## src/rtl/scu_dsp_dma_engine_pkg.sv

```systemverilog
// Shared types and helpers for the SCU DSP DMA engine.
package scu_dsp_dma_engine_pkg;

  typedef enum logic [1:0] {StIdle, StFetch, StXfer, StFin} dma_state_e;

  // ADDI code to word stride: 0 -> 0, n -> 1 << (n-1)
  function automatic logic [6:0] dma_stride(input logic [2:0] addi);
    logic [6:0] s;
    if (addi == 3'd0) s = 7'd0;
    else              s = 7'd1 << (addi - 3'd1);
    return s;
  endfunction

endpackage

```

## src/rtl/scu_dsp_dma_addr_gen.sv

```systemverilog
// External and write-back address registers for the DMA engine; both wrap mod 2^EAW.
module scu_dsp_dma_addr_gen
  import scu_dsp_dma_engine_pkg::*;
#(
  parameter int unsigned EAW = 25
) (
  input  logic           CLK,
  input  logic           RST_N,
  input  logic           load,
  input  logic           step,
  input  logic           hold,
  input  logic [2:0]     addi,
  input  logic [EAW-1:0] start_a,
  output logic [EAW-1:0] ext_a,
  output logic [EAW-1:0] addr_out
);

  logic [EAW-1:0] stride;
  logic [EAW-1:0] ext_a_q, addr_out_q;

  assign stride = EAW'(dma_stride(addi));

  always_ff @(posedge CLK or negedge RST_N) begin
    if (!RST_N) begin
      ext_a_q    <= '0;
      addr_out_q <= '0;
    end else if (load) begin
      ext_a_q    <= start_a;
      addr_out_q <= start_a;
    end else if (step) begin
      ext_a_q <= ext_a_q + stride;
      if (!hold) addr_out_q <= addr_out_q + stride;
    end
  end

  assign ext_a    = ext_a_q;
  assign addr_out = addr_out_q;

endmodule

```

## src/rtl/scu_dsp_dma_engine.sv

```systemverilog
// DMA engine moving COUNT words between DSP data-RAM banks and the external A/B-bus.
module scu_dsp_dma_engine
  import scu_dsp_dma_engine_pkg::*;
#(
  parameter int unsigned NBANK = 4,
  parameter int unsigned DW    = 32,
  parameter int unsigned EAW   = 25,
  parameter int unsigned CNTW  = 8,
  localparam int unsigned SELW = $clog2(NBANK)
) (
  input  logic              CLK,
  input  logic              RST_N,
  input  logic              CE_R,
  input  logic              START,
  input  logic              ABORT,
  input  logic              DIR,
  input  logic              HOLD,
  input  logic [2:0]        ADDI,
  input  logic [NBANK-1:0]  BANK_MASK,
  input  logic [SELW-1:0]   BANK_SEL,
  input  logic [CNTW-1:0]   COUNT,
  input  logic [EAW-1:0]    START_A,
  input  logic [NBANK*DW-1:0] RAM_Q,
  output logic [DW-1:0]     RAM_D,
  output logic [NBANK-1:0]  RAM_WE,
  output logic [NBANK-1:0]  CT_INC,
  output logic [EAW-1:0]    EXT_A,
  output logic [DW-1:0]     EXT_DO,
  input  logic [DW-1:0]     EXT_DI,
  output logic              EXT_WR,
  output logic              EXT_REQ,
  input  logic              EXT_ACK,
  output logic [EAW-1:0]    ADDR_OUT,
  output logic              BUSY,
  output logic              DONE
);

  dma_state_e       state_q, state_d;
  logic             dir_q, hold_q;
  logic [2:0]       addi_q;
  logic [NBANK-1:0] mask_q;
  logic [SELW-1:0]  sel_q;
  logic [CNTW-1:0]  rem_q;

  logic             start_go, beat;
  logic [DW-1:0]    sel_word;
  logic [NBANK-1:0] sel_onehot;

  assign start_go = (state_q == StIdle) && START && !ABORT && CE_R;
  // ABORT suppresses any beat in the same cycle
  assign beat     = (state_q == StXfer) && EXT_ACK && CE_R && !ABORT;

  always_comb begin
    sel_word = '0;
    for (int i = 0; i < NBANK; i++) begin
      if (SELW'(i) == sel_q) sel_word = RAM_Q[i*DW +: DW];
    end
  end

  assign sel_onehot = NBANK'(1) << sel_q;

  always_comb begin
    state_d = state_q;
    case (state_q)
      StIdle: begin
        if (start_go) begin
          if (COUNT == '0) state_d = StFin;
          else if (DIR)    state_d = StFetch;
          else             state_d = StXfer;
        end
      end
      StFetch: begin
        if (CE_R) state_d = ABORT ? StIdle : StXfer;
      end
      StXfer: begin
        if (CE_R && ABORT) begin
          state_d = StIdle;
        end else if (beat) begin
          if (rem_q == CNTW'(1)) state_d = StFin;
          else if (dir_q)        state_d = StFetch;
          else                   state_d = StXfer;
        end
      end
      StFin: begin
        if (CE_R) state_d = StIdle;
      end
      default: state_d = StIdle;
    endcase
  end

  always_ff @(posedge CLK or negedge RST_N) begin
    if (!RST_N) begin
      state_q <= StIdle;
      dir_q   <= 1'b0;
      hold_q  <= 1'b0;
      addi_q  <= '0;
      mask_q  <= '0;
      sel_q   <= '0;
      rem_q   <= '0;
    end else if (CE_R) begin
      state_q <= state_d;
      if (start_go) begin
        dir_q  <= DIR;
        hold_q <= HOLD;
        addi_q <= ADDI;
        mask_q <= BANK_MASK;
        sel_q  <= BANK_SEL;
        rem_q  <= COUNT;
      end else if (beat) begin
        rem_q <= rem_q - CNTW'(1);
      end
    end
  end

  scu_dsp_dma_addr_gen #(
    .EAW (EAW)
  ) u_addr_gen (
    .CLK      (CLK),
    .RST_N    (RST_N),
    .load     (start_go),
    .step     (beat),
    .hold     (hold_q),
    .addi     (addi_q),
    .start_a  (START_A),
    .ext_a    (EXT_A),
    .addr_out (ADDR_OUT)
  );

  assign EXT_REQ = (state_q == StXfer);
  assign EXT_WR  = dir_q;
  assign RAM_D   = (EXT_REQ && !dir_q) ? EXT_DI : '0;
  // RAM_Q is stable while REQ because CT only moves on an acked beat
  assign EXT_DO  = (EXT_REQ && dir_q) ? sel_word : '0;
  assign RAM_WE  = (beat && !dir_q) ? mask_q : '0;
  assign CT_INC  = beat ? (dir_q ? sel_onehot : mask_q) : '0;
  assign BUSY    = (state_q != StIdle) || start_go;
  assign DONE    = (state_q == StFin) && !ABORT;

endmodule

```

## config.mk

```make
export PLATFORM = sky130hd
export DESIGN_NAME = scu_dsp_dma_engine
export DESIGN_NICKNAME = d
export VERILOG_FILES = /design/src/rtl/scu_dsp_dma_engine_pkg.sv /design/src/rtl/scu_dsp_dma_addr_gen.sv /design/src/rtl/scu_dsp_dma_engine.sv
export SDC_FILE = /design/constraint.sdc
export NUM_CORES = 1
export LEC_CHECK = 0
export BUFFER_PORTS_ARGS = -buffer_cell sky130_fd_sc_hd__clkbuf_2
export CAP_MARGIN = 15
export CELL_PAD_IN_SITES_DETAIL_PLACEMENT = 0
export CELL_PAD_IN_SITES_GLOBAL_PLACEMENT = 2
export CORE_MARGIN = 2
export CORE_UTILIZATION = 26
export DETAILED_ROUTE_END_ITERATION = 12
export GPL_ROUTABILITY_DRIVEN = 0
export GPL_TIMING_DRIVEN = 0
export PLACE_DENSITY = 0.95
export SYNTH_ARGS = -nofsm -noshare
export SYNTH_HDL_FRONTEND = slang
export SYNTH_SLANG_ARGS = --single-unit
```

## constraint.sdc

```tcl
create_clock -name CLK -period 4.4 [get_ports CLK]
set_input_delay 0 -clock CLK [delete_from_list [all_inputs] [get_ports CLK]]
set_output_delay 0 -clock CLK [all_outputs]
set_load 0.1 [all_outputs]
```

# After elaboration in Yosys (flattened, before gate mapping)
# Index checks and enable logic that the tools add are counted.
[word_totals] regBits=71 input_bits=210 output_inout_bits=126
[op_classes] add_sub_neg=4 eq_ne=10 shifts=2 mux=26 reduce_logical=24
[ops] op="two-way mux 32 bit" n=6
[ops] op="two-way mux 25 bit" n=5
[ops] op="adder 25 x 7 -> 25 bit" n=2
[ops] op="two-way mux 2 bit" n=8
[ops] op="two-way mux 8 bit" n=2
[ops] op="two-way mux 4 bit" n=3
[ops] op="logical AND 1 bit" n=11
[ops] op="== test 8 x 1 -> 1 bit, second input constant" n=1
[ops] op="zero test 8 bit" n=1
[ops] op="case mux 2 bit (4 select lines)" n=1
[ops] op="subtractor 8 x 1 -> 8 bit, second input constant" n=1
[ops] op="two-way mux 7 bit" n=1
[ops] op="left shift 1 x 3 -> 7 bit, first input constant" n=1
[ops] op="AND reduction 2 bit" n=3
[ops] op="== test 2 bit, first input constant" n=2
[ops] op="== test 2 bit, second input constant" n=2
[ops] op="zero test 2 bit" n=2
[ops] op="nonzero test 2 bit" n=2
[ops] op="left shift 1 x 2 -> 4 bit, first input constant" n=1
[ops] op="zero test 3 bit" n=1
[ops] op="inequality test 3 x 1 -> 1 bit, second input constant" n=1
[ops] op="AND reduction 3 bit" n=1
[ops] op="subtractor 3 x 1 -> 3 bit, second input constant" n=1
[ops] op="== test 1 x 2 -> 1 bit, first input constant" n=1
[ops] op="5 further kinds" n=6

# Longest topological paths before layout
[logic_depth] depth_word=7 ltp_mapped=12 ltp_nobuf=10

# Hierarchy
# A second synthesis with hierarchy kept.
[unflattened] cells_unflattened=663 area_unflattened_um2=6057.1
[modules_own_cells] module="scu_dsp_dma_addr_gen" n_inst=1 cells_each=400 area_each_um2=3609.7 seq_area_each_um2=1251.2
[modules_own_cells] module="scu_dsp_dma_engine" n_inst=1 cells_each=263 area_each_um2=2447.3 seq_area_each_um2=525.5

# Worst setup path before layout
# Ideal clock, no wire load.
[synth_path] path_type="reg2out" start="register dir_q (netlist: EXT_WR)" end="output CT_INC[1]" arrival_ps=2939 setup_slack_ps=1461 path_stages_with_launch=6 path_cell_list="dfrtp_1 clkbuf_1 inv_1 clkbuf_1 nand2_1 a21oi_1"
[synth_via] elab_chain_cells=2
[synth_rtl] element="from (decl)" line="scu_dsp_dma_engine.sv:39" text="logic dir_q, hold_q;"
[synth_rtl] element="from (signal assigned)" line="scu_dsp_dma_engine.sv:94" text="dir_q <= 1'b0;"
[synth_rtl] element="from (signal assigned)" line="scu_dsp_dma_engine.sv:103" text="dir_q <= DIR;"
[synth_rtl] element="two-way mux 4 bit (2 in a row)" line="scu_dsp_dma_engine.sv:135" text="assign CT_INC = beat ? (dir_q ? sel_onehot : mask_q) : '0;"
[synth_rtl] element="to (decl)" line="scu_dsp_dma_engine.sv:26" text="output logic [NBANK-1:0] CT_INC,"
# Every way passes these cells.

# Worst setup path after layout
[layout_path] start="register addi_q[0]" end="register u_addr_gen.addr_out_q[24] (netlist: u_addr_gen.addr_out[24])"
[layout_via] elab_chain_cells=7
[layout_rtl] element="from (decl)" line="scu_dsp_dma_engine.sv:40" text="logic [2:0] addi_q;"
[layout_rtl] element="from (signal assigned)" line="scu_dsp_dma_engine.sv:96" text="addi_q <= '0;"
[layout_rtl] element="from (signal assigned)" line="scu_dsp_dma_engine.sv:105" text="addi_q <= ADDI;"
[layout_rtl] element="subtractor 3 x 1 -> 3 bit" line="scu_dsp_dma_engine_pkg.sv:10" text="else s = 7'd1 << (addi - 3'd1);"
[layout_rtl] element="left shift 1 x 3 -> 7 bit" line="scu_dsp_dma_engine_pkg.sv:10"
[layout_rtl] element="two-way mux 7 bit (*)" line="scu_dsp_dma_engine_pkg.sv:9" text="if (addi == 3'd0) s = 7'd0;"
[layout_rtl] element="adder 25 x 7 -> 25 bit (*)" line="scu_dsp_dma_addr_gen.sv:32" text="if (!hold) addr_out_q <= addr_out_q + stride;"
[layout_rtl] element="two-way mux 25 bit (*)" line="scu_dsp_dma_addr_gen.sv:32"
[layout_rtl] element="two-way mux 25 bit (*)" line="scu_dsp_dma_addr_gen.sv:30" text="end else if (step) begin"
[layout_rtl] element="two-way mux 25 bit (*)" line="scu_dsp_dma_addr_gen.sv:27" text="end else if (load) begin"
[layout_rtl] element="to (signal assigned)" line="scu_dsp_dma_addr_gen.sv:29" text="addr_out_q <= start_a;"
[layout_rtl] element="to (signal assigned)" line="scu_dsp_dma_addr_gen.sv:32"
[layout_rtl] element="to (decl)" line="scu_dsp_dma_addr_gen.sv:19" text="logic [EAW-1:0] ext_a_q, addr_out_q;"
# Every way passes the cells marked *; elsewhere a longest branch is shown, timed or not. The select of a mux whose other input is x is not followed.
# A chain may end at the register's enable or synchronous reset.

==> metrics <==
Hold Path Depth=5; final period utilization=around two thirds; Worst slew margin=around a quarter; dpl ws=1481 ps; Worst Hold Launch=START; DRC viols=0; setup violators final=0; most frequent cells in the layout=clkbuf_2, nand2_1, and3_1, dfrtp_1; FF+latch area=0.001777 mm2; WP data required=between 4000 and 5000 ps; total power after layout=around 7200 uW; Die Height=152.9 um; total global routing overflow=0; max-slew violation count=0; Synth area leader=dfrtp_1; status=completed; worst setup path class=flip-flop to flip-flop; die area=0.02336 mm2; Leak Pwr=0.004256 uW; vias per cell=5.187; Setup crit start=addi_q[0]; Worst Skew=9.611 ps; Core ar.=0.02176 mm2; utilization after layout=39.40%; capturing point of the worst reg2reg path=u_addr_gen.addr_out[24]; synthesis warning total=0; buffer depth of the longest clock path=2; Worst-Skew Late Latency=350 ps; Resize count post-CTS=0; maximum vdd ir drop=0.8600 mV; CTS Root Cell=clkbuf_16; row count=54; Synth Register Bits=71; Clk pwr share=10.2%; Syn Nets=878; pin count of the biggest net entering global routing=40; worst hold-check path type=primary input to flip-flop; placed insts=about 1300; most area-consuming cells after synthesis=dfrtp_1, mux4_2, and3_1; CTS tree=built; first-pass GRT wire length=approximately 41000 um; H-tree depth=3; Primary FF master, synth=dfrtp_1; drt total wl=27340 um; port bufs=335; vias=slightly below 7000; CTS Sinks=between 70 and 80; crit start category=flip-flop; R2R setup slack=1500 ps; Reg power frac=18.6%; Overall Global Routing Usage=22.98%; Initial Util=26.48%; Crit Path Max Fanout=10; Die X=about 150 um; Filler Cells Inserted=2265; initial DRC count=437; TritonCTS buffer count=9; pwr/cell area=844.1 mW/mm2; Final HPWL DP=22790 um; crit path DAT=3160 ps; initial antenna violation count=3; vias in the first global route=6785; final worst slack=about 1500 ps; area grow syn2layout=48.78%; Final ANT Viol Nets=0; Worst Hold End=state_q[0]; async set or reset register ratio after synthesis=100.0%; cell-internal power=2657 uW; max cap viols=0; I/O Pins=roughly 340; Multi-input gate area=0.003744 mm2; switching share of power=63.28%; Sw Pwr=4578 uW; Final Critical Period=2902 ps; worst-margin pin slew=1125 ps; Pre-antenna DRT Iters=5; Syn Inst Count=~650; RSZ-0062 raised after global routing=false; Yosys cell types=61; final net count=1271; syn avg cell area=8.808 um2; area share of the largest cell type after synthesis=30.84%; Final Hold Viols=0; Reg2Reg Depth=10; commonest non-fill, non-tap cell in the layout=clkbuf_2; worst r2r src=addi_q[0]; fin cells=1333; share of layout cells above drive strength 1=39.39%; sequential area share after synthesis=30.84%; fmax=0.3446 GHz; Gate power share=between 70% and 80%; nature of the critical path endpoint=flip-flop; Syn Std Cell Area=0.005761 mm2; drt wl/cell=20.51 um; setup TNS=0 ps; Worst-path clk slew=~60 ps; Post-synth EDFFs=0
==> through the flow <==
stage	hold slack, ps	cell area, um2
floorplan	-295.6	5761
global placement	195.1	7787
detailed placement	27.08	7818
CTS	83.18	8566
global route	135.4	8566
finish	94.02	8571
==> power groups by stage <==
stage,sequential [uW],clock (uW),combinational [uW]
after floorplan,2950,0,2400
after global placement,1340,0,5090
after detailed placement,1350,0,5130
after CTS,1340,756,5170
after global routing,1400,781,5440
final,1350,737,5150
==> state kept, by name, summed over array words and instances (netlist names) <==
name,cells
u_addr_gen.addr_out,25
u_addr_gen.ext_a,25
rem_q,8
mask_q,4
addi_q,3
sel_q,2
state_q,2
EXT_WR,1
hold_q,1
==> Yosys cell counts (all sizes together) (2+ instances only) <==
cell	instances
mux4	32
nor4	5
a21oi	48
o21ai	36
or3	6
clkbuf	32
o31ai	5
nand4	9
buf	15
nand2	89
xor2	17
o21a	3
and2b	2
o211ai	3
or4	4
and4	3
and3	83
o22ai	2
a22oi	3
xnor2	20
a211oi	4
dfrtp	71
a31oi	16
nor2b	2
inv	10
a21o	4
nor3b	3
ha	14
a2111oi	4
a2bb2oi	2
nor3	10
nand3b	4
o311ai	3
nor2	48
nand2b	7
nand3	23
a21boi	2
and2	2
==> final cells by class <==
| class | instances | share of cell area (%) |
|---|---|---|
| Sequential cell | 71 | 20.73 |
| Clock inverter | 6 | 0.7299 |
| Multi-Input combinational cell | 526 | 43.68 |
| Clock buffer | 9 | 2.628 |
| Antenna cell | 2 | 0.05839 |
| Tap cell | 280 | 4.088 |
| Buffer | 47 | 2.365 |
| Inverter | 10 | 0.4380 |
| Timing Repair Buffer | 382 | 25.28 |
==> how the worst max path moves through the flow <==
stage / endpoint / cells after the start / slack (ps)
final: u_addr_gen.addr_out[24] / 10 / 1500
after detailed placement: u_addr_gen.addr_out[24] / 10 / 1480
after CTS: u_addr_gen.addr_out[24] / 10 / 1460
after floorplan: CT_INC[1] / 5 / 1460
after global routing: u_addr_gen.addr_out[24] / 10 / 1200
after global placement: u_addr_gen.addr_out[24] / 10 / 1530
==> cell families (layout without fill, tap and decap cells) <==
| kind of cell | after synthesis | in the layout | synth area share (%) |
|---|---|---|---|
| XOR/XNOR | 37 | 37 | 5.626 |
| adder cells (fa/ha/maj) | 14 | 14 | 3.041 |
| AND/OR/NAND/NOR | 302 | 302 | 27.43 |
| multiplexers | 33 | 33 | 12.71 |
| other | 0 | 2 | 0 |
| flip-flops | 71 | 71 | 30.84 |
| buffers and inverters | 57 | 454 | 4.170 |
| AO/OA/AOI/OAI | 140 | 140 | 16.18 |
==> layer usage <==
| layer | global-route usage [%] | up-vias | routed length, um |
|---|---|---|---|
| li1 | - | 3223 | - |
| met1 | 28.99 | 3333 | 11250 |
| met2 | 39.72 | 326 | 13330 |
| met3 | 6.096 | 30 | 2382 |
| met4 | 4.674 | 2 | 357 |
| met5 | 0 | - | 13 |
==> timing repair <==
item                      in CTS  in global routing
buffers inserted               0                  0
hold buffers                  46                  0
hold endpoints to repair     102                  0
==> critical path, cell delays in order (launching register included) <==
cell,delay [ps]
dfrtp_1,320
buf_4,180
inv_1,110
nor3_1,330
ha_1,270
ha_1,250
o21ai_0,180
o21ai_1,560
nand3_1,270
xor2_1,210
o21ai_0,130
No activity file was read; power rests on OpenSTA's default activity.
